### src/rtl/bsg_piso_pkg.sv
// Shared types for the parallel-in/serial-out width converter.
//   bsg_piso_state_e : controller states (INIT after reset, IDLE accepting, XMIT draining)
package bsg_piso_pkg;

  typedef enum logic [1:0] {
    INIT = 2'd0,
    IDLE = 2'd1,
    XMIT = 2'd2
  } bsg_piso_state_e;

endpackage

### src/rtl/bsg_parallel_in_serial_out_arst_if.sv
// Handshake bundle for the parallel-in/serial-out converter.
//   valid_i/data_i/ready_and_o : wide upstream ready/valid channel
//   valid_o/data_o/ready_and_i : narrow downstream ready/valid channel
//   slave  : converter side
//   master : environment side (upstream producer + downstream consumer)
interface bsg_parallel_in_serial_out_arst_if #(
  parameter int unsigned width_p = 4,
  parameter int unsigned els_p   = 4
);

  logic                       valid_i;
  logic [els_p*width_p-1:0]   data_i;
  logic                       ready_and_o;
  logic                       valid_o;
  logic [width_p-1:0]         data_o;
  logic                       ready_and_i;

  modport slave (
    input  valid_i,
    input  data_i,
    input  ready_and_i,
    output ready_and_o,
    output valid_o,
    output data_o
  );

  modport master (
    output valid_i,
    output data_i,
    output ready_and_i,
    input  ready_and_o,
    input  valid_o,
    input  data_o
  );

endinterface

### src/rtl/bsg_piso_index_counter.sv
// Word-index up-counter with synchronous clear and enable.
//   clk_i     : clock
//   reset_n_i : asynchronous active-low reset (count -> 0)
//   clear_i   : synchronous clear, wins over en_i
//   en_i      : increment; rolls to 0 past max_val_p
//   count_o   : current index
module bsg_piso_index_counter #(
  parameter  int unsigned max_val_p = 3,
  localparam int unsigned cnt_w_lp  = (max_val_p < 2) ? 1 : $clog2(max_val_p + 1)
) (
  input  logic                clk_i,
  input  logic                reset_n_i,
  input  logic                clear_i,
  input  logic                en_i,
  output logic [cnt_w_lp-1:0] count_o
);

  localparam logic [cnt_w_lp-1:0] max_lp = cnt_w_lp'(max_val_p);

  logic [cnt_w_lp-1:0] count_r;

  // Index register
  always_ff @(posedge clk_i or negedge reset_n_i) begin
    if (!reset_n_i) begin
      count_r <= '0;
    end else if (clear_i) begin
      count_r <= '0;
    end else if (en_i) begin
      count_r <= (count_r == max_lp) ? '0 : count_r + cnt_w_lp'(1);
    end
  end

  assign count_o = count_r;

  // Index must never reach els_p; compared at 32 bits so the check stays meaningful at any width
  a_index_in_range: assert property (@(posedge clk_i) disable iff (!reset_n_i)
    32'(count_r) <= 32'(max_val_p));

endmodule

### src/rtl/bsg_parallel_in_serial_out_arst.sv
// Parallel-in/serial-out width converter: takes one els_p*width_p word and
// emits els_p width_p words, least-significant word first.
//   clk_i     : clock
//   reset_n_i : asynchronous active-low reset
//   link      : slave side of the handshake bundle (wide in, narrow out)
// ready_and_o/valid_o are flops loaded from the next-state decode; data_o is
// a select of the data register by the index register, so no input reaches
// an output combinationally.
module bsg_parallel_in_serial_out_arst
  import bsg_piso_pkg::*;
#(
  parameter  int unsigned width_p   = 4,
  parameter  int unsigned els_p     = 4,
  localparam int unsigned lg_els_lp = (els_p < 2) ? 1 : $clog2(els_p)
) (
  input  logic                                 clk_i,
  input  logic                                 reset_n_i,
  bsg_parallel_in_serial_out_arst_if.slave     link
);

  localparam logic [lg_els_lp-1:0] last_idx_lp = lg_els_lp'(els_p - 1);

  bsg_piso_state_e                  state_r;
  bsg_piso_state_e                  state_n;
  logic [els_p-1:0][width_p-1:0]    data_r;
  logic [lg_els_lp-1:0]             idx;
  logic                             load;
  logic                             cnt_clr;
  logic                             cnt_en;
  logic                             ready_n;
  logic                             valid_n;
  logic                             ready_r;
  logic                             valid_r;

  // State register
  always_ff @(posedge clk_i or negedge reset_n_i) begin
    if (!reset_n_i) begin
      state_r <= INIT;
    end else begin
      state_r <= state_n;
    end
  end

  // Next state, datapath controls and next output flags
  always_comb begin
    state_n = state_r;
    load    = 1'b0;
    cnt_clr = 1'b0;
    cnt_en  = 1'b0;
    unique case (state_r)
      INIT: begin
        state_n = IDLE;
      end
      IDLE: begin
        if (link.valid_i) begin
          load    = 1'b1;
          cnt_clr = 1'b1;
          state_n = XMIT;
        end
      end
      XMIT: begin
        if (link.ready_and_i) begin
          if (idx == last_idx_lp) begin
            cnt_clr = 1'b1;
            state_n = IDLE;
          end else begin
            cnt_en = 1'b1;
          end
        end
      end
      default: begin
        state_n = INIT;
      end
    endcase
    ready_n = (state_n == IDLE);
    valid_n = (state_n == XMIT);
  end

  // Handshake output flags
  always_ff @(posedge clk_i or negedge reset_n_i) begin
    if (!reset_n_i) begin
      ready_r <= 1'b0;
      valid_r <= 1'b0;
    end else begin
      ready_r <= ready_n;
      valid_r <= valid_n;
    end
  end

  // Wide data register; left untouched on return to IDLE
  always_ff @(posedge clk_i or negedge reset_n_i) begin
    if (!reset_n_i) begin
      data_r <= '0;
    end else if (load) begin
      data_r <= link.data_i;
    end
  end

  bsg_piso_index_counter #(
    .max_val_p (els_p - 1)
  ) u_index (
    .clk_i     (clk_i),
    .reset_n_i (reset_n_i),
    .clear_i   (cnt_clr),
    .en_i      (cnt_en),
    .count_o   (idx)
  );

  assign link.ready_and_o = ready_r;
  assign link.valid_o     = valid_r;

  // Word select; a single-word configuration needs no index
  if (els_p == 1) begin : g_one_word
    assign link.data_o = data_r[0];
  end else begin : g_many_words
    assign link.data_o = data_r[idx];
  end

endmodule

### src/flat_wrapper.sv
// flat-port wrapper written by rule: the top's interface ports become plain ports
module bsg_parallel_in_serial_out_arst_flat import bsg_piso_pkg::*;
#(
  parameter  int unsigned width_p   = 4,
  parameter  int unsigned els_p     = 4,
  localparam int unsigned lg_els_lp = (els_p < 2) ? 1 : $clog2(els_p)
)
  (clk_i, reset_n_i, link_valid_i, link_data_i, link_ready_and_i, link_ready_and_o, link_valid_o, link_data_o);
  bsg_parallel_in_serial_out_arst_if #(.width_p(width_p), .els_p(els_p)) link_i ();
  input  logic clk_i;
  input  logic reset_n_i;
  input wire logic [$bits(link_i.valid_i)-1:0] link_valid_i;
  input wire logic [$bits(link_i.data_i)-1:0] link_data_i;
  input wire logic [$bits(link_i.ready_and_i)-1:0] link_ready_and_i;
  output wire logic [$bits(link_i.ready_and_o)-1:0] link_ready_and_o;
  output wire logic [$bits(link_i.valid_o)-1:0] link_valid_o;
  output wire logic [$bits(link_i.data_o)-1:0] link_data_o;
  assign link_i.valid_i = link_valid_i;
  assign link_i.data_i = link_data_i;
  assign link_i.ready_and_i = link_ready_and_i;
  assign link_ready_and_o = link_i.ready_and_o;
  assign link_valid_o = link_i.valid_o;
  assign link_data_o = link_i.data_o;
  bsg_parallel_in_serial_out_arst #(.width_p(width_p), .els_p(els_p)) u_core (.clk_i(clk_i), .reset_n_i(reset_n_i), .link(link_i));
endmodule
### config.mk
export PLATFORM = sky130hd
export DESIGN_NAME = bsg_parallel_in_serial_out_arst_flat
export DESIGN_NICKNAME = d
export VERILOG_FILES = /design/src/rtl/bsg_piso_pkg.sv /design/src/rtl/bsg_parallel_in_serial_out_arst_if.sv /design/src/rtl/bsg_piso_index_counter.sv /design/src/rtl/bsg_parallel_in_serial_out_arst.sv /design/src/flat_wrapper.sv
export SDC_FILE = /design/constraint.sdc
export NUM_CORES = 1
export LEC_CHECK = 0
export CAP_MARGIN = 5
export CELL_PAD_IN_SITES_DETAIL_PLACEMENT = 1
export CELL_PAD_IN_SITES_GLOBAL_PLACEMENT = 2
export CORE_ASPECT_RATIO = 1.25
export CORE_MARGIN = 3
export CORE_UTILIZATION = 33
export CTS_CLUSTER_DIAMETER = 200
export DETAILED_ROUTE_END_ITERATION = 6
export PLACE_DENSITY_LB_ADDON = 0.1
export SLEW_MARGIN = 20
export SYNTH_ARGS = -nofsm -noshare
export SYNTH_HDL_FRONTEND = slang
export SYNTH_SLANG_ARGS = --single-unit
### constraint.sdc
create_clock -name clk_i -period 1.6 [get_ports clk_i]
set_input_delay 0.32 -clock clk_i [delete_from_list [all_inputs] [get_ports clk_i]]
set_output_delay 0.32 -clock clk_i [all_outputs]
set_load 0.05 [all_outputs]
Yosys cells after proc, flatten, opt, wreduce, memory -nomap -nowiden
Index checks and enable logic that the tools add are counted.
Word-level totals
  bits in latches: 0
  memory bits (read-only): 0
  bits of input ports: 20
  RAM bits: 0
  flip-flop bits (word level): 22
  memories: 0
Operators by class
  bitwise logic cells: 0
  shifts and indexed selects: 0
  reduce and logical (&&, ||, !) cells: 2
  $mul: 0
  add/subtract/negate cells: 1
  $lt $le $gt $ge: 1
  multiplexer cells: 17
  divide/modulo/power cells: 0
  eq/ne operators: 5
Operators with widths (number)
  two-way mux 2 bit: 6
  binary-select mux 4 bit (select 2 bit): 1
  two-way mux 1 bit: 7
  equality test 2 bit (second input constant): 3
  one-hot mux 2 bit (3 select lines): 1
  equality test 2 x 1 -> 1 bit (second input constant): 2
  two-way mux 4 bit: 1
  < comparator 2 x 3 -> 1 bit (second input constant): 1
  adder 2 x 1 -> 2 bit (second input constant): 1
  logical NOT 2 bit: 1
  one-hot mux 1 bit (2 select lines): 1
  nonzero test 2 bit: 1

Logic depth before layout (Yosys ltp)
Gate-level depths: netlist of run 1.
  word-level depth: 6
  depth in mapped cells: 6
  mapped depth without buffers: 5

Cells and area by module
From an unflattened synthesis of run 1, not the netlist that was laid out.
Unflattened totals
  cell total of the unflattened synthesis: 73
  area total of the unflattened synthesis: 1107.3 µm²
Modules (own cells, without submodules)
  bsg_parallel_in_serial_out_arst: cells an instance 65, sequential area each 500.5 µm², times used 1, area an instance 1007.2 µm²
  bsg_piso_index_counter: cells an instance 8, sequential area each 50.0 µm², times used 1, area an instance 100.1 µm²

Worst setup path after synthesis of run 1
OpenSTA, ideal clock, no wires.
  path kind: register -> output
  from: register u_core.u_index.count_r[0] (netlist: u_core.u_index.count_o[0])
  to: output port link_data_o[0]
  required time: 1.280 ns
  buffers on the path: 1
  cell stages (with the launch flop): 3
  data arrival time: 1.166 ns
  slack: 0.114 ns
  path through: dfrtp_1 buf_2 mux4_2
On the way
  word-level cells in the longest chain between the ends: 2
RTL lines
  from (decl): RTL line bsg_piso_index_counter.sv:20  | logic [cnt_w_lp-1:0] count_r;
  from (signal assigned): RTL line bsg_piso_index_counter.sv:29  | count_r <= (count_r == max_lp) ? '0 : count_r + cnt_w_lp'(1);
  binary-select mux 4 bit (select 2 bit): RTL line bsg_parallel_in_serial_out_arst.sv:116  | assign link.data_o = data_r[idx];
  two-way mux 4 bit (implied by the code): RTL line bsg_parallel_in_serial_out_arst.sv:116
  to (decl): RTL line flat_wrapper.sv:17  | output wire logic [$bits(link_i.data_o)-1:0] link_data_o;
Every way passes these cells. The select of a mux whose other input is x is not followed.

Worst setup path after layout of run 1
Same ends and word-level chain as after synthesis.

==> impl_metrics.ini, run 1 <==
[global_routing]
antenna_found_initial = 0
grt_max_degree = 23
grt_pass1_vias = 744
track_usage_pct = 11.6
grt_pass1_wl_um = 3590
grt_overflow = 0

[flow_run]
cap_violations = 0

[floorplan]
rows = 22
die_h_um = 70.0
die_w_um = 57.2
die_area_um2 = 4000
core_um2 = 3030
ios = 26
start_util_pct = 35.7

[final_layout]
final_util_pct = 47.1
layout.nets = 131
n_antenna_cell = 0
layout-drive-gt1-share_pct = 35.6
areaGrowthSynthToFinish_pct = 32.1

[critical_path]
path_class = reg -> out
critPathLaunchType = flop
path_max_fanout = 5
arrival_ps = 1480
end_kind = output pin
worst_r2r_path_depth = 6
crit_chain = mux4_2 -> buf_6
slowest_delay_ps = 540
worstReg2RegEnd = u_core.u_index.count_o[0]
cp.required_ps = 1280
slowest_stage = mux4_2
r2r_slack_ps = 40
timing.rr.start = u_core.u_index.count_o[0]

[route]
ant_nets = 0
via_per_inst = 4.96
drcViolationCount = 0
vias = 695
drt-pass1-iter-count = 3
wl_um = 2170
drt-initial-drc-count = 8
drt-wirelength-per-cell_um = 15.5

[cts]
cts_tree = built
cts_made_buffers = 3
path_clk_slew_ps = 120
h-tree-depth = 1
holdBufCountCts = 0
clock_sinks = 22
root_buffer = clkbuf_4
clkLatencyLatePin_ps = 300
cts.path.max_buffers = 2

[sta]
relSlewSlack_pct = 78.9
worst_slew_pin_slew_ps = 313
finalCritPeriodShare_pct = 113
hold_viol = 0
finalSetupViolCount = 4
setup_slack_ps = -205
rsz0062_at_grt = yes
fin_setup_tns_ps = -784
fmax_mhz = 554
clock-skew-final_ps = 7.67
finalCriticalPeriod_ps = 1800
report.final.slew_viol_count = 0

[pwr]
clockPowerShare_pct = 8.0
netSwitchingFraction_pct = 40.7
irDropWorstVdd_v = 0.00174
switchingPower_mw = 1.23
combPwrFrac_pct = 57.8
power_density_nw_per_um2 = 2120
p_leak_nw = 0.653
total_power_mw = 3.02
p_int_mw = 1.79
seq_power_share_pct = 34.1

[logic_synthesis]
syn_area_um2 = 1080
syn_inst = 73
syn_avg_cell_area_um2 = 14.8
synth_area_leader_cell = dfrtp_1
ys_seq_area_share_pct = 50.9
synth.distinct_cells = 23
synth_fp_nets = 98
synth.top_cell.area_share_pct = 50.9
ys_seq_elements = 22
synth_area_leaders = dfrtp_1, mux2_4, mux4_2
yosysWarnings = 0

[placed_design]
gp_congestion = 0.721
hpwl_um = 1660
port_buffers = 25
pre_cts_slack_ps = -26.6

[status]
status = finished with violations
violations = negative setup slack

[hold_path]
hp-class = in -> async
==> flip-flops by register name (all words and copies together), names as in the netlist <==
signal,count
u_core.u_index.count_o,2
u_core.link.valid_o,1
u_core.link.ready_and_o,1
u_core.state_r,2
u_core.data_r,16
==> power by group through the flow <==
stage / clock (mW) / combinational [mW] / sequential, mW
after floorplan: 0 / 1.20 / 1.05
after global placement: 0 / 1.63 / 1.04
after detailed placement: 0 / 1.67 / 1.05
after CTS: 0.254 / 1.77 / 1.04
after global routing: 0.276 / 1.85 / 1.08
final: 0.242 / 1.75 / 1.03
==> cell type report <==
| type | instances | area, um2 |
|---|---|---|
| Tap cell | 36 | 45.0 |
| Sequential cell | 22 | 552 |
| Inverter | 3 | 11.3 |
| Clock buffer | 3 | 22.5 |
| Timing Repair Buffer | 30 | 288 |
| Fill cell | 320 | 1600 |
| Multi-Input combinational cell | 46 | 509 |
==> cell usage in the layout, fill, tap and decap left out <==
cell,instances
dfrtp_1,21
clkdlybuf4s50_1,19
mux2_4,9
mux2_2,7
buf_4,7
ha_1,5
mux4_2,4
buf_6,4
inv_1,3
clkbuf_4,3
nand2_1,2
o21ai_0,2
nor2b_1,2
a21oi_1,2
nand3_1,2
and2_1,1
o21ai_1,1
a31oi_2,1
a211oi_1,1
and4b_1,1
nand2_4,1
nand2b_1,1
nand3b_1,1
a32oi_1,1
o21a_1,1
mux2i_1,1
dfrtp_2,1
==> through the flow <==
stage | cell area (um2) | std cells | hold WS (ps)
after detailed placement | 1380 | 137 | 491
after floorplan | 1080 | 73 | 24.4
after CTS | 1430 | 140 | 358
after global placement | 1380 | 137 | 485
after global routing | 1430 | 140 | 358
final | 1430 | 140 | 355
==> logic make-up after synthesis <==
| group | share of synthesized area (%) |
|---|---|
| adders and majority gates | 5.79 |
| AOI/OAI and AO/OA | 5.09 |
| DFF | 50.9 |
| muxes | 29.1 |
| buffers and inverters | 2.55 |
| and+or+nand+nor | 6.60 |
==> what timing repair did <==
action                                  4_1_cts  5_1_grt
resized for setup                             7        0
endpoints found under the setup margin        8        6
buffers inserted                              0        0
==> metal layers <==
layer  share of wire (%)  wire, um  track usage (%)
met4                 1.6        35             6.19
met3                 4.5        97             2.22
met5                   0         0                0
met2                  52      1120             19.1
met1                  42       917             14.1
==> how the worst max path moves through the flow <==
stage,startpoint,to,depth (start not counted)
finish,u_core.u_index.count_o[0],link_data_o[0],2
CTS,u_core.u_index.count_o[0],link_data_o[0],2
global route,u_core.u_index.count_o[0],link_data_o[0],2
floorplan,u_core.u_index.count_o[0],link_data_o[0],2
global placement,u_core.u_index.count_o[0],u_core.link.valid_o,5
detailed placement,u_core.u_index.count_o[0],u_core.link.valid_o,5
==> Yosys cell counts (all sizes together) <==
master  number
dfrtp       22
mux2        16
ha           5
mux4         4
inv          3
nand2        3
o21ai        3
a21oi        2
buf          2
nand3        2
nor2b        2
a211oi       1
a31oi        1
a32oi        1
and2         1
and4b        1
mux2i        1
nand2b       1
nand3b       1
o21a         1
==> worst max-delay path, delay by kind of cell (launching register included) <==
family,cells,cell delay (ps)
multiplexers,1,540
flip-flops,1,470
buffers and inverters,1,170
Power figures use the tool's default switching activity.
==> inputs of run 2 (changes only) <==
--- a/config.mk
+++ b/config.mk
@@ -5,6 +5,7 @@
 export SDC_FILE = /design/constraint.sdc
 export NUM_CORES = 1
 export LEC_CHECK = 0
+export ABC_CLOCK_PERIOD_IN_PS = 1600
 export CAP_MARGIN = 5
 export CELL_PAD_IN_SITES_DETAIL_PLACEMENT = 1
 export CELL_PAD_IN_SITES_GLOBAL_PLACEMENT = 2
==> results of run 2 <==
Same layout as run 1: the final DEF is identical, and so are final timing and power.
==> inputs of run 3 (changes only) <==
--- a/config.mk
+++ b/config.mk
@@ -10,7 +10,6 @@
 export CELL_PAD_IN_SITES_DETAIL_PLACEMENT = 1
 export CELL_PAD_IN_SITES_GLOBAL_PLACEMENT = 2
 export CORE_ASPECT_RATIO = 1.25
-export CORE_MARGIN = 3
 export CORE_UTILIZATION = 33
 export CTS_CLUSTER_DIAMETER = 200
 export DETAILED_ROUTE_END_ITERATION = 6
==> impl_metrics.ini, run 3 (synthesis gave the netlist of run 1 again) <==
[status]
status = finished with violations
violations = negative setup slack

[placed_design]
pre_cts_slack_ps = -10.4
hpwl_um = 1640
port_buffers = 25
gp_congestion = 0.670

[floorplan]
core_um2 = 3030
die_h_um = 66.0
rows = 22
start_util_pct = 35.7
ios = 26
die_w_um = 53.2
die_area_um2 = 3510

[sta]
setup_slack_ps = -202
report.final.slew_viol_count = 0
hold_viol = 0
rsz0062_at_grt = yes
worst_slew_pin_slew_ps = 350
clock-skew-final_ps = 1.04
finalCriticalPeriod_ps = 1800
finalSetupViolCount = 4
relSlewSlack_pct = 76.5
fin_setup_tns_ps = -785
fmax_mhz = 555
finalCritPeriodShare_pct = 113

[pwr]
total_power_mw = 2.99
p_leak_nw = 0.648
power_density_nw_per_um2 = 2110
irDropWorstVdd_v = 0.00110

[route]
drt-pass1-iter-count = 2
via_per_inst = 4.86
drcViolationCount = 0
drt-wirelength-per-cell_um = 15.6
ant_nets = 0
wl_um = 2160
drt-initial-drc-count = 2
vias = 676

[critical_path]
path_class = reg -> out
crit_start = u_core.u_index.count_o[0]
worst_r2r_path_depth = 4
timing.rr.start = u_core.u_index.count_o[0]
path_max_fanout = 6
end_kind = output pin
cp.required_ps = 1280
arrival_ps = 1480
critPathLaunchType = flop

[final_layout]
regMostFlops = u_core.data_r
final_util_pct = 46.7
fillers = 327
areaGrowthSynthToFinish_pct = 30.8
n_antenna_cell = 0
layout-drive-gt1-share_pct = 34.0
final_cell_mix = dfrtp_1, clkdlybuf4s50_1, mux2_4
largest_reg_flops = 16
layout.nets = 130
final_common_cell = dfrtp_1

[cts]
path_clk_slew_ps = 110
cts.path.max_buffers = 2
clock_sinks = 22
holdBufCountCts = 0
root_buffer = clkbuf_4
cts_made_buffers = 3
cts_tree = built
post_cts_buffers = 0
h-tree-depth = 1
clkLatencyLatePin_ps = 290

[global_routing]
grt-busiest-layer = met2
grt_use_met3_pct = 2.07
grt_util_met1_pct = 17.0
grt_max_degree = 23
grt_overflow = 0
grt_pass1_vias = 758
grt_pass1_wl_um = 3510
track_usage_pct = 14.3
antenna_found_initial = 0
met2_usage_pct = 24.1

[flow_run]
cap_violations = 0

[hold_path]
hp-class = in -> async
==> run 3: cell count changes in the layout (fill, tap and decap cells not counted) <==
cell / delta
buf_4: -1
a31oi_2: -1
a31oi_1: +1
==> run 3: what timing repair did <==
| action | CTS | global route |
|---|---|---|
| endpoints found under the setup margin | 4 | 5 |
| hold endpoints to repair | 0 | 0 |
| resized for setup | 5 | 1 |
==> run 3: report_power, final <==
part,internal [mW],switching [mW]
sequential,0.838,0.201
clock,0.0875,0.149
combinational,0.848,0.863
==> run 3: routing by layer <==
metal / routed length, um / part of all wire [%]
met4: 42 / 1.9
met5: 0 / 0
met2: 1080 / 50
met1: 963 / 45
met3: 81 / 3.7
==> run 3: final cells by class <==
cell class	instances	area [um2]	share of cell area, %
Inverter	3	11.3	0.796
Tap cell	36	45.0	3.19
Clock buffer	3	22.5	1.59
Multi-Input combinational cell	46	503	35.6
Sequential cell	22	552	39.0
Timing Repair Buffer	29	280	19.8
==> run 3: worst max-delay path, cell delays in order (launching register included) <==
cell and delay [ps]:
dfrtp_2 480, mux4_2 540, buf_6 170
==> run 3: final timing paths <==
check | to | slack [ps]
worst max-delay path | link_data_o[0] | -200
worst min-delay path | u_core.data_r[13] | 370
worst max register to register | u_core.link.valid_o | 110
worst min register to register | u_core.data_r[9] | 520
max in group asynchronous | u_core.u_index.count_o[0] | 1000
min in group clk_i | u_core.data_r[9] | 520
==> run 3: per-stage QoR <==
stage                     hold WS, ps  instance area [um2]  std cells
after floorplan                  24.4                 1080         73
final                             368                 1410        139
after global placement            484                 1380        136
after detailed placement          493                 1380        136
after CTS                         373                 1410        139
after global routing              379                 1410        139
